$ cat config.mk
export PLATFORM = sky130hd
export DESIGN_NAME = control_sequencer
export DESIGN_NICKNAME = d
export VERILOG_FILES = /design/src/rtl/control_defs.sv /design/src/rtl/control_decode.sv /design/src/rtl/control_sequencer.sv
export SDC_FILE = /design/constraint.sdc
export NUM_CORES = 1
export LEC_CHECK = 0
export BUFFER_PORTS_ARGS = -buffer_cell sky130_fd_sc_hd__buf_2
export CORE_AREA = 2 2 56 58
export DETAILED_ROUTE_END_ITERATION = 10
export DIE_AREA = 0 0 58 60
export PLACE_DENSITY = 0.75
export SETUP_SLACK_MARGIN = 0.2
export SYNTH_ARGS = -nofsm -noshare
export SYNTH_HDL_FRONTEND = slang
export SYNTH_SLANG_ARGS = --single-unit
$ cat constraint.sdc
create_clock -name Clock -period 2 [get_ports Clock]
set_input_delay 0.4 -clock Clock [delete_from_list [all_inputs] [get_ports Clock]]
set_output_delay 0.4 -clock Clock [all_outputs]
set_load 0.005 [all_outputs]
$ cat src/rtl/control_defs.sv
// ---------------------------------------------------------------------------
// control_defs
// Shared definitions for the phase-1 control sequencer, its decoder and the
// benches that drive it: state encodings, opcode constants, IR field
// positions and the packed strobe vector handed from decoder to top.
// ---------------------------------------------------------------------------
package control_defs;

   // Binary-encoded sequencer states.
   typedef enum logic [2:0] {
      ST_T0   = 3'd0,
      ST_T1   = 3'd1,
      ST_T2   = 3'd2,
      ST_T3   = 3'd3,
      ST_T4   = 3'd4,
      ST_T5   = 3'd5,
      ST_HALT = 3'd6
   } state_t;

   // Opcode constants: halt opcode and the top of the three-register ALU range.
   localparam logic [4:0] OPC_HALT_DEF   = 5'b11010;
   localparam logic [4:0] ALU_OP_MAX_DEF = 5'b01011;
   localparam logic [4:0] OPC_NOP        = 5'b11111;

   // IR field bit positions.
   localparam int IR_OPC_MSB = 31;
   localparam int IR_OPC_LSB = 27;
   localparam int IR_RA_MSB  = 26;
   localparam int IR_RA_LSB  = 23;
   localparam int IR_RB_MSB  = 22;
   localparam int IR_RB_LSB  = 19;
   localparam int IR_RC_MSB  = 18;
   localparam int IR_RC_LSB  = 15;

   // Every datapath strobe plus the ALU select, in one packed vector.
   typedef struct packed {
      logic       pc_out;
      logic       mar_in;
      logic       z_in;
      logic       zlo_out;
      logic       pc_in;
      logic       increment_pc;
      logic       read;
      logic       mdr_in;
      logic       mdr_out;
      logic       ir_in;
      logic       y_in;
      logic       gra;
      logic       grb;
      logic       grc;
      logic       r_in;
      logic       r_out;
      logic [4:0] alu_control;
   } strobes_t;

   localparam int       STROBE_W     = $bits(strobes_t);
   localparam strobes_t STROBES_NONE = '0;

endpackage

$ cat src/rtl/control_decode.sv
// ---------------------------------------------------------------------------
// control_decode
// Purely combinational map from sequencer state and opcode to the strobe
// vector. Also classifies the opcode so the top can pick the T3 successor.
// Ports:
//   state      - current sequencer state (control_defs::state_t encoding)
//   run        - Run input; gates the T0 strobes
//   opcode     - IR[31:27]
//   strobes    - packed control_defs::strobes_t vector
//   op_is_alu  - opcode lies in the three-register ALU range
//   op_is_halt - opcode is the halt opcode
// ---------------------------------------------------------------------------
module control_decode
   import control_defs::*;
#(
   parameter logic [4:0] OPC_HALT   = OPC_HALT_DEF,
   parameter logic [4:0] ALU_OP_MAX = ALU_OP_MAX_DEF
) (
   input  logic [2:0]          state,
   input  logic                run,
   input  logic [4:0]          opcode,
   output logic [STROBE_W-1:0] strobes,
   output logic                op_is_alu,
   output logic                op_is_halt
);

   strobes_t s;

   assign op_is_alu  = (opcode <= ALU_OP_MAX);
   assign op_is_halt = (opcode == OPC_HALT);

   always_comb begin
      s = STROBES_NONE;
      case (state_t'(state))
         ST_T0: begin
            // Idle T0 holds every strobe low until Run allows a fetch.
            if (run) begin
               s.pc_out = 1'b1;
               s.mar_in = 1'b1;
               s.z_in   = 1'b1;
            end
         end
         ST_T1: begin
            s.zlo_out      = 1'b1;
            s.pc_in        = 1'b1;
            s.increment_pc = 1'b1;
            s.read         = 1'b1;
            s.mdr_in       = 1'b1;
         end
         ST_T2: begin
            s.mdr_out = 1'b1;
            s.ir_in   = 1'b1;
         end
         ST_T3: begin
            // Halt and NOP opcodes decode silently.
            if (op_is_alu) begin
               s.grb   = 1'b1;
               s.r_out = 1'b1;
               s.y_in  = 1'b1;
            end
         end
         ST_T4: begin
            s.grc         = 1'b1;
            s.r_out       = 1'b1;
            s.z_in        = 1'b1;
            s.alu_control = opcode;
         end
         ST_T5: begin
            s.zlo_out = 1'b1;
            s.gra     = 1'b1;
            s.r_in    = 1'b1;
         end
         default: ;
      endcase
   end

   assign strobes = s;

endmodule

$ cat src/rtl/control_sequencer.sv
// ---------------------------------------------------------------------------
// control_sequencer
// Hardwired control unit for the phase-1 datapath: fetch, decode and
// three-register ALU execute, plus a sticky halt and a completed-ALU counter.
// Ports:
//   Clock, Resetn       - clock, synchronous active-low reset
//   Run                 - permits a new instruction (looked at in T0 only)
//   IR                  - instruction register (opcode in IR[31:27])
//   PCout..Yin, Gra/Grb/Grc, Rin/Rout - datapath strobes
//   ALUControl          - ALU operation select (nonzero only in T4)
//   Halted              - sticky halt flag
//   InstrCount          - completed ALU instructions, wraps at 16 bits
// ---------------------------------------------------------------------------
module control_sequencer
   import control_defs::*;
#(
   parameter logic [4:0] OPC_HALT   = OPC_HALT_DEF,
   parameter logic [4:0] ALU_OP_MAX = ALU_OP_MAX_DEF
) (
   input  logic        Clock,
   input  logic        Resetn,
   input  logic        Run,
   input  logic [31:0] IR,
   output logic        PCout,
   output logic        MARin,
   output logic        Zin,
   output logic        ZLOout,
   output logic        PCin,
   output logic        IncrementPC,
   output logic        Read,
   output logic        MDRin,
   output logic        MDRout,
   output logic        IRin,
   output logic        Yin,
   output logic [4:0]  ALUControl,
   output logic        Gra,
   output logic        Grb,
   output logic        Grc,
   output logic        Rin,
   output logic        Rout,
   output logic        Halted,
   output logic [15:0] InstrCount
);

   state_t      state_q, state_d;
   logic        halted_q, halted_d;
   logic [15:0] instr_count_q, instr_count_d;

   logic [STROBE_W-1:0] dec_strobes;
   logic                op_is_alu;
   logic                op_is_halt;
   strobes_t            s;

   // Only the opcode field steers the sequencer; register fields go elsewhere.
   logic unused_ir_fields;
   assign unused_ir_fields = ^IR[IR_RA_MSB:0];

   control_decode #(
      .OPC_HALT   (OPC_HALT),
      .ALU_OP_MAX (ALU_OP_MAX)
   ) u_decode (
      .state      (state_q),
      .run        (Run),
      .opcode     (IR[IR_OPC_MSB:IR_OPC_LSB]),
      .strobes    (dec_strobes),
      .op_is_alu  (op_is_alu),
      .op_is_halt (op_is_halt)
   );

   always_comb begin
      state_d       = state_q;
      halted_d      = halted_q;
      instr_count_d = instr_count_q;
      case (state_q)
         ST_T0: if (Run) state_d = ST_T1;
         ST_T1: state_d = ST_T2;
         ST_T2: state_d = ST_T3;
         ST_T3: begin
            if (op_is_alu) begin
               state_d = ST_T4;
            end else if (op_is_halt) begin
               state_d  = ST_HALT;
               halted_d = 1'b1;
            end else begin
               state_d = ST_T0;
            end
         end
         ST_T4: state_d = ST_T5;
         ST_T5: begin
            state_d       = ST_T0;
            instr_count_d = instr_count_q + 16'd1;
         end
         ST_HALT: state_d = ST_HALT;
         default: state_d = ST_T0;
      endcase
   end

   always_ff @(posedge Clock) begin
      if (!Resetn) begin
         state_q       <= ST_T0;
         halted_q      <= 1'b0;
         instr_count_q <= 16'd0;
      end else begin
         state_q       <= state_d;
         halted_q      <= halted_d;
         instr_count_q <= instr_count_d;
      end
   end

   // Strobes are held low for as long as Resetn is low, whatever the state.
   assign s = Resetn ? strobes_t'(dec_strobes) : STROBES_NONE;

   assign PCout       = s.pc_out;
   assign MARin       = s.mar_in;
   assign Zin         = s.z_in;
   assign ZLOout      = s.zlo_out;
   assign PCin        = s.pc_in;
   assign IncrementPC = s.increment_pc;
   assign Read        = s.read;
   assign MDRin       = s.mdr_in;
   assign MDRout      = s.mdr_out;
   assign IRin        = s.ir_in;
   assign Yin         = s.y_in;
   assign ALUControl  = s.alu_control;
   assign Gra         = s.gra;
   assign Grb         = s.grb;
   assign Grc         = s.grc;
   assign Rin         = s.r_in;
   assign Rout        = s.r_out;
   assign Halted      = halted_q;
   assign InstrCount  = instr_count_q;

endmodule
==> impl_metrics.json, run 1 <==
{
  "status": "finished, final reports clean",
  "min_path_type": "input pin to flip-flop",
  "grt_pass1_wl_um": 3900,
  "multi_input_area_um2": 646,
  "powerDensity_mw_per_mm2": 475,
  "overflow": 0,
  "worstMarginPinSlew_ns": 0.406,
  "synthTopCellsByArea": "dfxtp_1, buf_4, xnor2_1, nand2_1, nor2_1",
  "grt_use_total_pct": 14.5,
  "core_area_mm2": 0.00290,
  "yosysWarnings": 0,
  "row_count": 20,
  "synth_edf_count": 0,
  "ys_ff_latch": 20,
  "r2r_slack_ns": 0.36,
  "drive_gt1_share_pct": 41.8,
  "finalSetupViolCount": 0,
  "start_kind": "flip-flop",
  "gp_congestion": 0.754,
  "yosysUniqueCellTypes": 38,
  "fin_ws_ns": 0.168,
  "cts_tree": "yes",
  "cp_cell_sequence": "nand3b_1 > a211oi_2 > and2_4 > or2_4 > buf_6",
  "numPortBuffers": 45,
  "area.growth.synth_to_final_pct": 27.7,
  "finalWorstPathRequiredPeriod_ns": 1.83,
  "cp.arrival_ns": 1.43,
  "htreeDepth": 1,
  "clk_pin_slew_worst_paths_ns": 0.11,
  "synth_top_area_share_pct": 35.5,
  "drtIter0Drc": 37,
  "drc": 0,
  "cp-endpoint": "Rout",
  "finalHoldViolations": 0,
  "crit_start": "state_q[2]",
  "fillers": 293,
  "maxCapViolations": 0,
  "syn_avg_cell_area_um2": 8.48,
  "leakagePower_nw": 0.713,
  "critPathMaxFanout": 4,
  "r2r.worst_path.cells": 4,
  "slew_headroom_pct": 72.7,
  "num_vias": 1083,
  "hpwl_um": 1720,
  "reg2reg_to": "InstrCount[13]",
  "path_class": "flip-flop to output port",
  "ys_seq_area_share_pct": 35.5,
  "grt_pass1_vias": 921,
  "grt_max_degree": 20,
  "die_x_um": 58,
  "ioPinCount": 73,
  "cpMaxStageDelayCell": "dfxtp_4",
  "clock_path_buffers": 2,
  "start_util_pct": 38.8,
  "antennaDiodeCount": 0,
  "async_reset_ff_share_pct": 0,
  "min_period_over_period_pct": 91.6,
  "root_buffer": "clkbuf_4",
  "setup_tns_ns": 0,
  "power_uw": 683,
  "synth_ff_type": "dfxtp_1",
  "clk_latency_ns": 0.31,
  "ant_nets": 0,
  "antenna_found_initial": 0,
  "syn_area_mm2": 0.00113,
  "nets": 215,
  "synth_largest_area_cell": "dfxtp_1",
  "routed_via_density": 5.16,
  "dieArea_mm2": 0.00348,
  "finClkSkew_ns": 0.00881,
  "required_ns": 1.60,
  "first_pass_iters": 4,
  "die_h_um": 60,
  "synthCells": 133,
  "max_stage_delay_ns": 0.37,
  "fmax_mhz": 546,
  "finalWirelength_um": 2510,
  "drt-wirelength-per-cell_um": 11.9,
  "seqCellArea_um2": 412,
  "synth_fp_nets": 169,
  "vdd_drop_max_v": 0.000375,
  "crit_path_end_kind": "output port",
  "slew_violations": 0,
  "cts_made_buffers": 3,
  "rsz0062_at_grt": "yes",
  "worst_r2r_startpoint": "InstrCount[4]",
  "cts_num_sinks": 20,
  "hold_start": "Resetn",
  "dp_slack_ns": 0.293
}
sequential cells by signal, indices dropped and copies added, names as in the netlist:
signal and cells:
state_q 3, Halted 1, InstrCount 16
worst max-delay path: cells and delay by family (launching register included):
family / cells / cell delay [ns]
flip-flops: 1 / 0.37
AO/OA/AOI/OAI: 1 / 0.19
AND/OR/NAND/NOR: 3 / 0.48
buffers and inverters: 1 / 0.08
worst min path at each step:
stage / to / slack (ns) / depth (start not counted)
floorplan: Halted / 0.44 / 2
global placement: Halted / 0.44 / 2
detailed placement: Halted / 0.44 / 2
CTS: state_q[2] / 0.37 / 3
global route: state_q[2] / 0.41 / 3
finish: state_q[2] / 0.38 / 3
placed cells by master, fill, tap and decap left out, types with 5 or more instances in the layout:
cell type	n
xnor2_1	6
nand2_1	13
dfxtp_1	17
nor2_1	12
buf_4	9
a21oi_1	7
and2_1	6
nor3_1	5
buf_2	44
logic make-up (layout without fill, tap and decap cells):
logic type	count (synthesis)	after routing	share of synthesized area, %
xor gates and xnor gates	10	10	7.77
muxes	1	1	0.888
DFF	20	20	35.5
and+or+nand+nor	67	67	35.1
buffers and inverters	18	62	10.8
adders and majority gates	1	1	1.11
AOI/OAI and AO/OA	16	16	8.88
what timing repair did:
action	in CTS	in global routing
endpoints found under the setup margin	17	16
setup buffers	2	3
gates resized for setup	10	6
pin swaps	0	3
hold buffers	0	0
hold endpoints to repair	0	0
metrics by stage:
stage / hold WS, ns / cells / instance area [µm²] / util, %
floorplan: 0.440 / 133 / 1130 / -
global placement: 0.437 / 202 / 1330 / 45.6
detailed placement: 0.439 / 202 / 1330 / 45.6
CTS: 0.372 / 207 / 1390 / 47.8
global route: 0.411 / 210 / 1440 / 49.6
finish: 0.383 / 210 / 1440 / 49.6
report_power, final:
group	internal, mW	leakage (nW)	total (mW)	switching, mW
clock network	0.0705	0.0138	0.197	0.126
logic	0.0364	0.535	0.0774	0.0410
registers	0.401	0.164	0.409	0.00805
total	0.508	0.713	0.683	0.175
Yosys cell counts (all sizes together) (3+ instances only):
master	number
inv	4
nand2	13
nor2	13
and2	7
a21oi	7
nand4	5
nor3	5
nor4	4
or2	3
and3	3
buf	12
dfxtp	20
nand3	3
xor2	4
xnor2	6
area by class of cell:
class,instances,share of cell area (%)
inverter,4,1.04
sequential,20,28.6
tap,33,2.87
timing repair buffer,55,21.1
multi-input combinational,95,44.8
clock buffer,3,1.56
per-layer routing:
metal | GRT usage, % | vias up | routed length [µm]
li1 | - | 547 | -
met5 | 0 | - | 0
met1 | 18.0 | 478 | 1160
met2 | 24.4 | 53 | 1090
met3 | 2.60 | 5 | 211
met4 | 6.98 | 0 | 48
Note: power is estimated with default switching activity, not from simulation.
==> inputs of run 2 (changes only) <==
--- a/config.mk
+++ b/config.mk
@@ -5,12 +5,13 @@
 export SDC_FILE = /design/constraint.sdc
 export NUM_CORES = 1
 export LEC_CHECK = 0
+export ABC_AREA = 1
 export BUFFER_PORTS_ARGS = -buffer_cell sky130_fd_sc_hd__buf_2
 export CORE_AREA = 2 2 56 58
 export DETAILED_ROUTE_END_ITERATION = 10
 export DIE_AREA = 0 0 58 60
-export PLACE_DENSITY = 0.75
-export SETUP_SLACK_MARGIN = 0.2
+export PLACE_DENSITY = 0.76
+export SETUP_SLACK_MARGIN = 0.4
 export SYNTH_ARGS = -nofsm -noshare
 export SYNTH_HDL_FRONTEND = slang
 export SYNTH_SLANG_ARGS = --single-unit
==> run 2 against run 1 <==
  * Cell count up 22%
  * Setup slack better by 0.033 ns
  * Sequential share of layout area down 2.3 points
  * Clock skew down 0.0056 ns
  * Clock power up 16%
  * Routed wire length up 12%
  * Register-to-register slack better by 0.19 ns
  * Via count up 11%
  * Synthesized area up 1.2%
  * Critical path type unchanged
  * Largest power group unchanged
==> impl_metrics.json, run 2 <==
{
  "leakagePower_nw": 0.742,
  "synth_top_area_share_pct": 35.1,
  "numPortBuffers": 45,
  "fmax_mhz": 556,
  "die_x_um": 58,
  "powerDensity_mw_per_mm2": 549,
  "r2r.worst_path.cells": 6,
  "ant_nets": 0,
  "synth_fp_nets": 207,
  "area.growth.synth_to_final_pct": 37.4,
  "core_area_mm2": 0.00290,
  "cts_tree": "yes",
  "clk_latency_ns": 0.29,
  "finClkSkew_ns": 0.00323,
  "required_ns": 1.60,
  "final_cell_mix": "buf_2, nor2_1, nand2_1",
  "root_buffer": "clkbuf_4",
  "cp.arrival_ns": 1.40,
  "drive_gt1_share_pct": 39.5,
  "synthTopCellsByArea": "dfxtp_1, nor2_1, inv_1, nand2_1, buf_4",
  "first_pass_iters": 5,
  "finalWirelength_um": 2810,
  "cts_num_sinks": 20,
  "yosysMostFrequentCell": "nor2_1",
  "syn_avg_cell_area_um2": 6.67,
  "r2r_slack_ns": 0.55,
  "yosysUniqueCellTypes": 26,
  "num_vias": 1202,
  "routed_via_density": 4.70,
  "slew_headroom_pct": 79.7,
  "row_count": 20,
  "critPathMaxFanout": 4,
  "reg2reg_to": "InstrCount[14]",
  "yosys-top-cells-count": "nor2_1, inv_1, nand2_1",
  "worstMarginPinSlew_ns": 0.302,
  "finalHoldViolations": 0,
  "overflow": 0,
  "largest_reg_flops": 16,
  "worstHoldEndpoint": "Halted",
  "clock_path_buffers": 2,
  "clk_pin_slew_worst_paths_ns": 0.11,
  "antenna_found_initial": 0,
  "min_path_type": "flip-flop to flip-flop",
  "synth_edf_count": 0,
  "final_common_cell": "buf_2",
  "ys_ff_latch": 20,
  "dp_cells": 241,
  "async_reset_ff_share_pct": 0,
  "cts_made_buffers": 3,
  "path_class": "flip-flop to output port",
  "die_h_um": 60,
  "hold_start": "Halted",
  "synth_largest_area_cell": "dfxtp_1",
  "ys_seq_area_share_pct": 35.1,
  "finalSetupViolCount": 0,
  "grt_pass1_vias": 1007,
  "worst_r2r_startpoint": "InstrCount[0]",
  "grt_max_degree": 13,
  "nets": 260,
  "crit_path_end_kind": "output port",
  "min_path_cells": 2,
  "final_core_util_pct": 54.0,
  "fillers": 276,
  "htreeDepth": 1,
  "slew_violations": 0,
  "gp_congestion": 0.772,
  "synthCells": 171,
  "start_kind": "flip-flop",
  "cts_hold_buf": 0,
  "finalWorstPathRequiredPeriod_ns": 1.80,
  "drtIter0Drc": 52,
  "antennaDiodeCount": 0,
  "synth_ff_type": "dfxtp_1",
  "start_util_pct": 39.3,
  "grt_use_total_pct": 15.1,
  "ioPinCount": 73,
  "instances_no_fill": 256,
  "dieArea_mm2": 0.00348,
  "hpwl_um": 1900,
  "rsz0062_at_grt": "yes",
  "status": "finished, final reports clean",
  "setup_tns_ns": 0,
  "vdd_drop_max_v": 0.000225,
  "drt-wirelength-per-cell_um": 11.0,
  "grt_pass1_wl_um": 4120,
  "power_uw": 860,
  "yosysWarnings": 0,
  "drc": 0,
  "syn_area_mm2": 0.00114,
  "maxCapViolations": 0,
  "min_period_over_period_pct": 89.9
}
[run 2: cell count changes after synthesis, sizes merged, moves of 4 or more]
cell	delta
and2	-6
buf	-4
inv	+24
nand2	+13
nand3	+4
nor2	+28
o21ai	+7
xnor2	-6
[run 2: area by class of cell]
class,instances,area [µm²],share of cell area (%)
Clock buffer,4,36.3,2.31
Inverter,29,115,7.34
Multi-Input combinational cell,112,617,39.3
Sequential cell,20,412,26.3
Tap cell,33,41.3,2.63
Timing Repair Buffer,58,347,22.1
[run 2: worst max-delay path, cell delays in order (launching register included)]
cell      delay [ns]
dfxtp_4         0.37
inv_6           0.07
nand3_2         0.08
a211oi_2        0.25
inv_2           0.08
o21ai_1         0.12
buf_2           0.12
[run 2: power breakdown]
group          switching (mW)  total, mW  internal [mW]  leakage [nW]
combinational           0.107      0.205         0.0987         0.558
sequential             0.0171      0.427          0.410         0.164
clock                   0.117      0.228          0.111        0.0210
[run 2: logic make-up after synthesis]
group / share of synthesized area [%]
flip-flops: 35.1
adder cells (fa/ha/maj): 1.10
AO/OA/AOI/OAI: 12.6
buffers and inverters: 15.8
XOR/XNOR: 1.54
AND/OR/NAND/NOR: 33.9
[run 2: what timing repair did]
item | 4_1_cts | 5_1_grt
pin swaps | 6 | 12
gates resized for setup | 18 | 14
endpoints found under the hold margin | 0 | 0
setup buffers | 7 | 4
endpoints found under the setup margin | 21 | 18
[run 2: through the flow]
stage	worst slack (ns)	hold slack (ns)	area, µm²
5_1_grt	0.114	0.498	1570
6_report	0.202	0.481	1570
2_1_floorplan	0.491	0.465	1140
3_3_place_gp	0.357	0.446	1350
3_5_place_dp	0.362	0.462	1350
4_1_cts	0.195	0.413	1480
[run 2: worst max path at each step]
stage	startpoint	endpoint	slack, ns
finish	state_q[2]	Rout	0.20
global route	state_q[1]	ALUControl[2]	0.11
CTS	state_q[0]	ALUControl[4]	0.19
detailed placement	Resetn	Rin	0.36
global placement	Resetn	Rin	0.36
floorplan	state_q[2]	Yin	0.49
[run 2: metal layers]
layer  global-route usage, %  routed length (µm)  vias up
li1                        -                   -      636
met1                    19.4                1340      537
met2                    25.5                1340       25
met3                    2.38                  82        4
met4                    5.98                  41        0
met5                       0                   0        -
==> inputs of run 3 (changes only) <==
--- a/config.mk
+++ b/config.mk
@@ -7,10 +7,9 @@
 export LEC_CHECK = 0
 export ABC_AREA = 1
 export BUFFER_PORTS_ARGS = -buffer_cell sky130_fd_sc_hd__buf_2
-export CORE_AREA = 2 2 56 58
+export CORE_AREA = 2 2 70 72
 export DETAILED_ROUTE_END_ITERATION = 10
-export DIE_AREA = 0 0 58 60
-export PLACE_DENSITY = 0.76
+export DIE_AREA = 0 0 72 74
 export SETUP_SLACK_MARGIN = 0.4
 export SYNTH_ARGS = -nofsm -noshare
 export SYNTH_HDL_FRONTEND = slang
==> run 3 against run 2 <==
  * Cell count rose by 9.0%
  * Critical path type unchanged
  * Power rose by 18%
  * Sequential share of layout area fell by 0.91 points
==> impl_metrics.json, run 3 (same netlist as run 2, synthesis figures left out) <==
{
  "required_ns": 1.60,
  "cts_made_buffers": 3,
  "antenna_found_initial": 0,
  "ant_nets": 0,
  "drc": 0,
  "start_util_pct": 24.8,
  "worstHoldEndpoint": "InstrCount[1]",
  "start_kind": "flip-flop",
  "final_core_util_pct": 35.5,
  "finalWirelength_um": 2790,
  "min_path_type": "flip-flop to flip-flop",
  "slew_violations": 0,
  "largest_reg_flops": 16,
  "hold_start": "InstrCount[1]",
  "antennaDiodeCount": 0,
  "finalWorstPathRequiredPeriod_ns": 1.73,
  "row_count": 25,
  "cts_num_sinks": 20,
  "worst_r2r_startpoint": "state_q[0]",
  "final_cell_mix": "buf_2, nor2_1, nand2_1",
  "powerDensity_mw_per_mm2": 619,
  "crit_path_end_kind": "output port",
  "area.growth.synth_to_final_pct": 43.2,
  "path_class": "flip-flop to output port",
  "dp_cells": 262,
  "maxCapViolations": 0,
  "instances_no_fill": 279,
  "r2r.worst_path.cells": 7,
  "status": "finished, final reports clean",
  "grt_max_degree": 13,
  "setup_tns_ns": 0,
  "finClkSkew_ns": 0.00455,
  "fin_ws_ns": 0.268,
  "grt_pass1_vias": 1025,
  "vdd_drop_max_v": 0.000243,
  "numPortBuffers": 45,
  "root_buffer": "clkbuf_8",
  "slew_headroom_pct": 84.7,
  "num_vias": 1180,
  "clk_latency_ns": 0.26,
  "dp_slack_ns": 0.295,
  "critPathMaxFanout": 4,
  "reg2reg_to": "InstrCount[14]",
  "hpwl_um": 2010,
  "gp_congestion": 0.766,
  "final_common_cell": "buf_2",
  "overflow": 0,
  "grt_use_total_pct": 10.5,
  "routed_via_density": 4.23,
  "finalSetupViolCount": 0,
  "core_area_mm2": 0.00460,
  "die_x_um": 72,
  "fillers": 481,
  "first_pass_iters": 4,
  "r2r_slack_ns": 0.59,
  "leakagePower_nw": 0.763,
  "min_path_cells": 2,
  "dieArea_mm2": 0.00533,
  "drt-wirelength-per-cell_um": 10.0,
  "rsz0062_at_grt": "yes",
  "fmax_mhz": 577,
  "cts_tree": "yes",
  "htreeDepth": 1,
  "finalHoldViolations": 0,
  "min_period_over_period_pct": 86.6,
  "die_h_um": 74,
  "grt_pass1_wl_um": 4490,
  "nets": 262,
  "cp.arrival_ns": 1.33,
  "worstMarginPinSlew_ns": 0.227,
  "clk_pin_slew_worst_paths_ns": 0.08,
  "ioPinCount": 73,
  "clock_path_buffers": 2,
  "drtIter0Drc": 55,
  "drive_gt1_share_pct": 40.0
}
run 3: critical path, stage by stage (launching register included):
cell and delay (ns):
dfxtp_4 0.37, nor2_4 0.11, inv_2 0.06, nor2_4 0.14
inv_2 0.06, nor2_4 0.09, inv_2 0.05, nor2_1 0.08
buf_2 0.11
run 3: power by group:
| part | switching, mW | internal (mW) |
|---|---|---|
| Sequential | 0.0144 | 0.409 |
| Combinational | 0.0983 | 0.0821 |
| Clock | 0.140 | 0.267 |
| Total | 0.253 | 0.759 |
run 3: area by class of cell:
class | count | area, µm² | area share [%]
clock buffers | 3 | 41.3 | 2.53
flip-flops and latches | 20 | 414 | 25.3
clock inverters | 1 | 30.0 | 1.84
well taps | 54 | 67.6 | 4.13
repair buffers | 60 | 348 | 21.3
multi-input cells | 112 | 618 | 37.8
inverters | 29 | 115 | 7.04
run 3: through the flow:
stage	cell area [µm²]	total power [mW]	hold slack, ns
global placement	1380	0.549	0.457
detailed placement	1380	0.551	0.465
floorplan	1140	0.527	0.465
CTS	1570	1.01	0.483
global route	1630	1.05	0.510
finish	1630	1.01	0.470
run 3: what timing repair did:
item | in CTS | in global routing
endpoints found under the setup margin | 20 | 22
gates resized for setup | 24 | 8
setup buffers | 7 | 6
hold buffers | 0 | 0
pin swaps | 3 | 4
run 3: worst max path at each step:
stage	startpoint	depth (start not counted)	slack, ns	end
6_report	state_q[1]	8	0.27	ALUControl[2]
5_1_grt	state_q[1]	8	0.17	ALUControl[4]
4_1_cts	state_q[1]	8	0.29	ALUControl[4]
3_5_place_dp	Resetn	5	0.29	Gra
3_3_place_gp	Resetn	5	0.31	Rin
2_1_floorplan	state_q[2]	6	0.49	Yin
run 3: per-layer routing:
metal / vias up / track usage, % / share of wire, %
met5: - / 0 / 0
met4: 0 / 4.19 / 1.0
met2: 20 / 17.6 / 49
met3: 4 / 2.44 / 4.0
li1: 639 / - / -
met1: 517 / 13.1 / 45
